$ cat config.mk
export PLATFORM = sky130hd
export DESIGN_NAME = rd_arbiter
export DESIGN_NICKNAME = d
export VERILOG_FILES = /design/src/rtl/rd_arbiter.sv
export SDC_FILE = /design/constraint.sdc
export NUM_CORES = 1
export LEC_CHECK = 0
export CORE_AREA = 4 4 95 97
export CTS_BUF_LIST = sky130_fd_sc_hd__clkbuf_4
export DETAILED_ROUTE_END_ITERATION = 12
export DIE_AREA = 0 0 99 101
export PLACE_DENSITY = 0.77
export SETUP_SLACK_MARGIN = 0.02
export SLEW_MARGIN = 0
export SYNTH_ARGS = -nofsm -noshare
export SYNTH_HDL_FRONTEND = slang
export SYNTH_SLANG_ARGS = --single-unit
$ cat constraint.sdc
create_clock -name clock -period 2 [get_ports clock]
set_input_delay 0.4 -clock clock [delete_from_list [all_inputs] [get_ports clock]]
set_output_delay 0.4 -clock clock [all_outputs]
set_load 0.01 [all_outputs]
$ cat src/rtl/rd_arbiter.sv
`default_nettype none
// ============================================================================
//  Module   : rd_arbiter
//  Purpose  : Arbitrates IFU / LSU / MMU read requesters onto the core's
//             single downstream AXI read port. Fixed priority (highest index
//             wins) with an aging override so a starved requester is served.
//             One transaction in flight; the grant spans AR through RLAST.
//  Revision : 1.0  initial release
// ============================================================================
module rd_arbiter #(
    parameter int N          = 3,
    parameter int AW         = 32,
    parameter int DW         = 32,
    parameter int STARVE_MAX = 15
) (
    input  logic            clock,
    input  logic            reset,
    input  logic [N-1:0]    req_arvalid,
    output logic [N-1:0]    req_arready,
    input  logic [N*AW-1:0] req_araddr,
    input  logic [N*8-1:0]  req_arlen,
    output logic [N-1:0]    req_rvalid,
    input  logic [N-1:0]    req_rready,
    output logic [DW-1:0]   req_rdata,
    output logic [1:0]      req_rresp,
    output logic            req_rlast,
    output logic            mem_arvalid,
    input  logic            mem_arready,
    output logic [AW-1:0]   mem_araddr,
    output logic [7:0]      mem_arlen,
    input  logic            mem_rvalid,
    output logic            mem_rready,
    input  logic [DW-1:0]   mem_rdata,
    input  logic [1:0]      mem_rresp,
    input  logic            mem_rlast,
    output logic            busy
);

    localparam int         GW      = (N > 1) ? $clog2(N) : 1;
    localparam logic [3:0] AGE_MAX = 4'(STARVE_MAX);

    typedef enum logic [1:0] {
        IDLE = 2'd0,
        ADDR = 2'd1,
        DATA = 2'd2
    } state_t;

    state_t        state;
    state_t        state_nxt;
    logic [GW-1:0] grant;
    logic [GW-1:0] grant_nxt;
    logic [GW-1:0] winner;
    logic [3:0]    age [N];
    logic          ar_fire;
    logic          r_done;

    assign ar_fire = (state == ADDR) && mem_arvalid && mem_arready;
    assign r_done  = (state == DATA) && mem_rvalid && mem_rready && mem_rlast;
    assign busy    = (state != IDLE);

    // Pick the next winner: highest valid index, overridden by the lowest
    // starved index (later loop assignments take precedence).
    always_comb begin
        winner = '0;
        for (int i = 0; i < N; i++) begin
            if (req_arvalid[i]) winner = GW'(i);
        end
        for (int i = N - 1; i >= 0; i--) begin
            if (req_arvalid[i] && (age[i] == AGE_MAX)) winner = GW'(i);
        end
    end

    // State and grant registers.
    always_ff @(posedge clock or negedge reset) begin
        if (!reset) begin
            state <= IDLE;
            grant <= '0;
        end else begin
            state <= state_nxt;
            grant <= grant_nxt;
        end
    end

    // Next-state logic: IDLE picks, ADDR waits for AR handshake, DATA for RLAST.
    always_comb begin
        state_nxt = state;
        grant_nxt = grant;
        case (state)
            IDLE: begin
                if (|req_arvalid) begin
                    grant_nxt = winner;
                    state_nxt = ADDR;
                end
            end
            ADDR: begin
                if (ar_fire) state_nxt = DATA;
            end
            DATA: begin
                if (r_done) state_nxt = IDLE;
            end
            default: state_nxt = IDLE;
        endcase
    end

    // Channel steering: only the granted requester sees AR/R traffic.
    always_comb begin
        req_arready = '0;
        req_rvalid  = '0;
        req_rdata   = '0;
        req_rresp   = '0;
        req_rlast   = 1'b0;
        mem_arvalid = 1'b0;
        mem_araddr  = '0;
        mem_arlen   = '0;
        mem_rready  = 1'b0;
        case (state)
            ADDR: begin
                mem_arvalid        = req_arvalid[grant];
                mem_araddr         = req_araddr[int'(grant)*AW +: AW];
                mem_arlen          = req_arlen[int'(grant)*8 +: 8];
                req_arready[grant] = mem_arready;
            end
            DATA: begin
                req_rvalid[grant] = mem_rvalid;
                mem_rready        = req_rready[grant];
                req_rdata         = mem_rdata;
                req_rresp         = mem_rresp;
                req_rlast         = mem_rlast;
            end
            default: ;
        endcase
    end

    // Per-requester age: counts waiting cycles, cleared on its AR handshake.
    always_ff @(posedge clock or negedge reset) begin
        if (!reset) begin
            for (int i = 0; i < N; i++) age[i] <= '0;
        end else begin
            for (int i = 0; i < N; i++) begin
                if (ar_fire && (grant == GW'(i))) begin
                    age[i] <= '0;
                end else if (req_arvalid[i] && !((state != IDLE) && (grant == GW'(i)))
                             && (age[i] != AGE_MAX)) begin
                    age[i] <= age[i] + 4'd1;
                end
            end
        end
    end

`ifndef SYNTHESIS
    // A requester that has been granted must keep arvalid until arready.
    ar_hold_chk: assert property (@(posedge clock) disable iff (!reset)
        (state == ADDR) |-> req_arvalid[grant])
        else $error("rd_arbiter: arvalid dropped during address phase");
`endif

endmodule
`default_nettype wire
==> flow_metrics.tcl <==
set metrics [dict create \
    design.die.area_um2 10000 \
    critPathKind "reg -> out" \
    place_ws_ps -169 \
    leakage_nw 2.39 \
    vias 3248 \
    pin_count 249 \
    holdWs_ps 485 \
    die_h_um 101 \
    crit_required_ps 1600 \
    place_inst 651 \
    die_w_um 99 \
    drt_iter0_markers 47 \
    vdd_drop_max_v 0.000528 \
    drc_errors 0 \
    crit_arrival_ps 1670 \
    worst-slew-pin-transition_ps 568 \
    place.gp.congestion 0.812 \
    synth_top_area_share_pct 21.0 \
    routed_via_density 4.65 \
    setup_violations 30 \
    place_area_um2 4760 \
    antenna_found_initial 0 \
    end_kind "primary output" \
    area_delta_synth_final_pct 152 \
    synth_cell_types 37 \
    layout_common_cells "164 x clkdlybuf4s50_1, 85 x nor2_1, 44 x buf_2" \
    stdcell_area_um2 5160 \
    dp_hpwl_um 8320 \
    grt_max_degree 27 \
    cts_num_sinks 12 \
    first_pass_iters 4 \
    antenna_left 0 \
    async_flop_share_pct 100 \
    holdCritPathClass "in -> async" \
    hold_viol_final 0 \
    period_share_pct 103 \
    grt_setup_unrepaired "yes" \
    power_density_nw_per_um2 1100 \
    final_common_cell "clkdlybuf4s50_1" \
    syn_area_per_cell_um2 6.87 \
    p_comb_share_pct 88.7 \
    grt_pass1_wl_um 16300 \
    grt_overflow 0 \
    synth_flop_cell "dfrtp_1" \
    slowest_stage "dfrtp_2" \
    h-tree-depth 1 \
    p_switching_w 0.00259 \
    critPathLaunchType "register" \
    synth_area_leader_cell "mux2i_1" \
    ctsHoldBuffers 0 \
    p_sw_share_pct 45.5 \
    power.sequential.fraction_pct 8.6 \
    power.total_w 0.00568 \
    fin_cells 699 \
    diodes 0 \
    violations "setup timing" \
    grt_pass1_vias 3305 \
    synth-seq-cells 12 \
    cts_buffers 3 \
    grtUsageTotal_pct 20.2 \
    cp_top_family "buffers and inverters" \
    max_stage_delay_ps 450 \
    clkTransAtPathRegs_ps 70 \
    clkPwrFrac_pct 2.7 \
    row_count 33 \
    cts_root_buf "clkbuf_4" \
    start_util_pct 25.2 \
    outcome "complete, but fails checks" \
    max_freq_ghz 0.484 \
    syn-num-nets 465 \
    skew_ps 3.59 \
    cp_num_buf_inv 5 \
    synth_edf_count 0 \
    crit_path_frequent_cell "buf_6" \
    cts.path.max_buffers 2 \
    core_area_um2 8130 \
    ys_warn_count 0 \
    port_buffers 248 \
    num-nets-final 762 \
    slew_viol_final 0 \
    power.internal_w 0.00309 \
    drive_above_1_share_pct 26.4 \
    synth_area_um2 2050 \
    relSlewSlack_pct 62.0 \
    wl_per_cell_um 16.0 \
    synthTopCellsByArea "mux2i_1 21%, nor2_1 16%, dfrtp_1 15%" \
    worst_slack_ps -66.5 \
    syn_inst 298 \
    crit_chain "buf_6 -> nor2b_4 -> buf_6 -> buf_8 -> buf_4 -> a21oi_1 -> nor2_1 -> buf_2" \
    min_period_ps 2070 \
    routed_wl_um 11200 \
    insertion_delay_ps 280 \
    critPathMaxFanout 6 \
    maxCapViolations 0 \
    tritoncts "yes" \
    ys_seq_area_share_pct 14.7 \
]
==> final timing paths <==
path	startpoint	end	slack [ps]	cells after the start
worst max-delay path	grant[0]$_DFFE_PN0P_	mem_araddr[7]	-70	8
worst min-delay path	reset	age[11]$_DFFE_PN0P_	490	1
worst max register to register	grant[0]$_DFFE_PN0P_	age[9]$_DFFE_PN0P_	260	6
worst min register to register	age[5]$_DFFE_PN0P_	age[5]$_DFFE_PN0P_	550	2
max in group asynchronous	reset	grant[1]$_DFFE_PN0P_	1110	1
min in group clock	age[5]$_DFFE_PN0P_	age[5]$_DFFE_PN0P_	550	2
==> metal layers <==
layer	wire length (um)	global-route usage [%]
met5	0	0
met4	71	2.63
met1	4110	21.8
met2	6150	40.2
met3	853	4.98
==> state kept, by name, summed over array words and instances, names as in the netlist <==
signal / count
grant: 2
state: 2
age: 8
==> cells by family after synthesis <==
| kind of cell | Yosys count | synth area share [%] |
|---|---|---|
| DFF | 12 | 14.7 |
| buffers and inverters | 28 | 8.31 |
| AOI/OAI and AO/OA | 59 | 17.5 |
| xor gates and xnor gates | 2 | 0.855 |
| adders and majority gates | 2 | 1.22 |
| muxes | 43 | 21.0 |
| and+or+nand+nor | 152 | 36.4 |
==> worst reg2reg max path: cells and delay by family (launching register included) <==
family / cells / cell delay [ps]
AO/OA/AOI/OAI: 1 / 390
AND/OR/NAND/NOR: 1 / 60
flip-flops: 1 / 450
multiplexers: 1 / 240
buffers and inverters: 3 / 480
==> cells in the mapped netlist, types with 3 or more instances <==
master / instances
dfrtp_1: 12
buf_2: 7
clkbuf_1: 10
nand2_1: 6
inv_1: 4
buf_8: 3
mux2i_1: 43
nor3_1: 3
nand3_1: 6
a21oi_1: 45
and2_1: 36
nor2_1: 86
o21ai_0: 3
buf_6: 3
==> power groups by stage <==
stage | clock (W) | combinational (W) | sequential [W]
5_1_grt | 0.000174 | 0.00546 | 0.000514
3_5_place_dp | 0 | 0.00437 | 0.000509
6_report | 0.000153 | 0.00504 | 0.000490
2_1_floorplan | 0 | 0.00225 | 0.000471
3_3_place_gp | 0 | 0.00431 | 0.000507
4_1_cts | 0.000161 | 0.00494 | 0.000488
==> repair_timing <==
item | CTS | global route
pin swaps | 15 | 45
setup buffers | 30 | 14
resized for setup | 271 | 32
setup endpoints to repair | 83 | 49
gates cloned | 6 | 1
==> through the flow <==
step	util [%]	TNS (ps)
after floorplan	-	0
after global placement	58.5	-3770
after detailed placement	58.5	-4430
after CTS	62.2	-3100
after global routing	63.4	-5060
final	63.4	-1060
==> cell type report <==
cell class / count / area (um2)
clock buffer: 3 / 22.5
fill: 709 / 2980
multi-input combinational: 258 / 1700
tap: 105 / 131
clock inverter: 1 / 3.75
timing repair buffer: 316 / 2980
inverter: 4 / 15.0
sequential: 12 / 304
(Power assumes the default switching activity.)
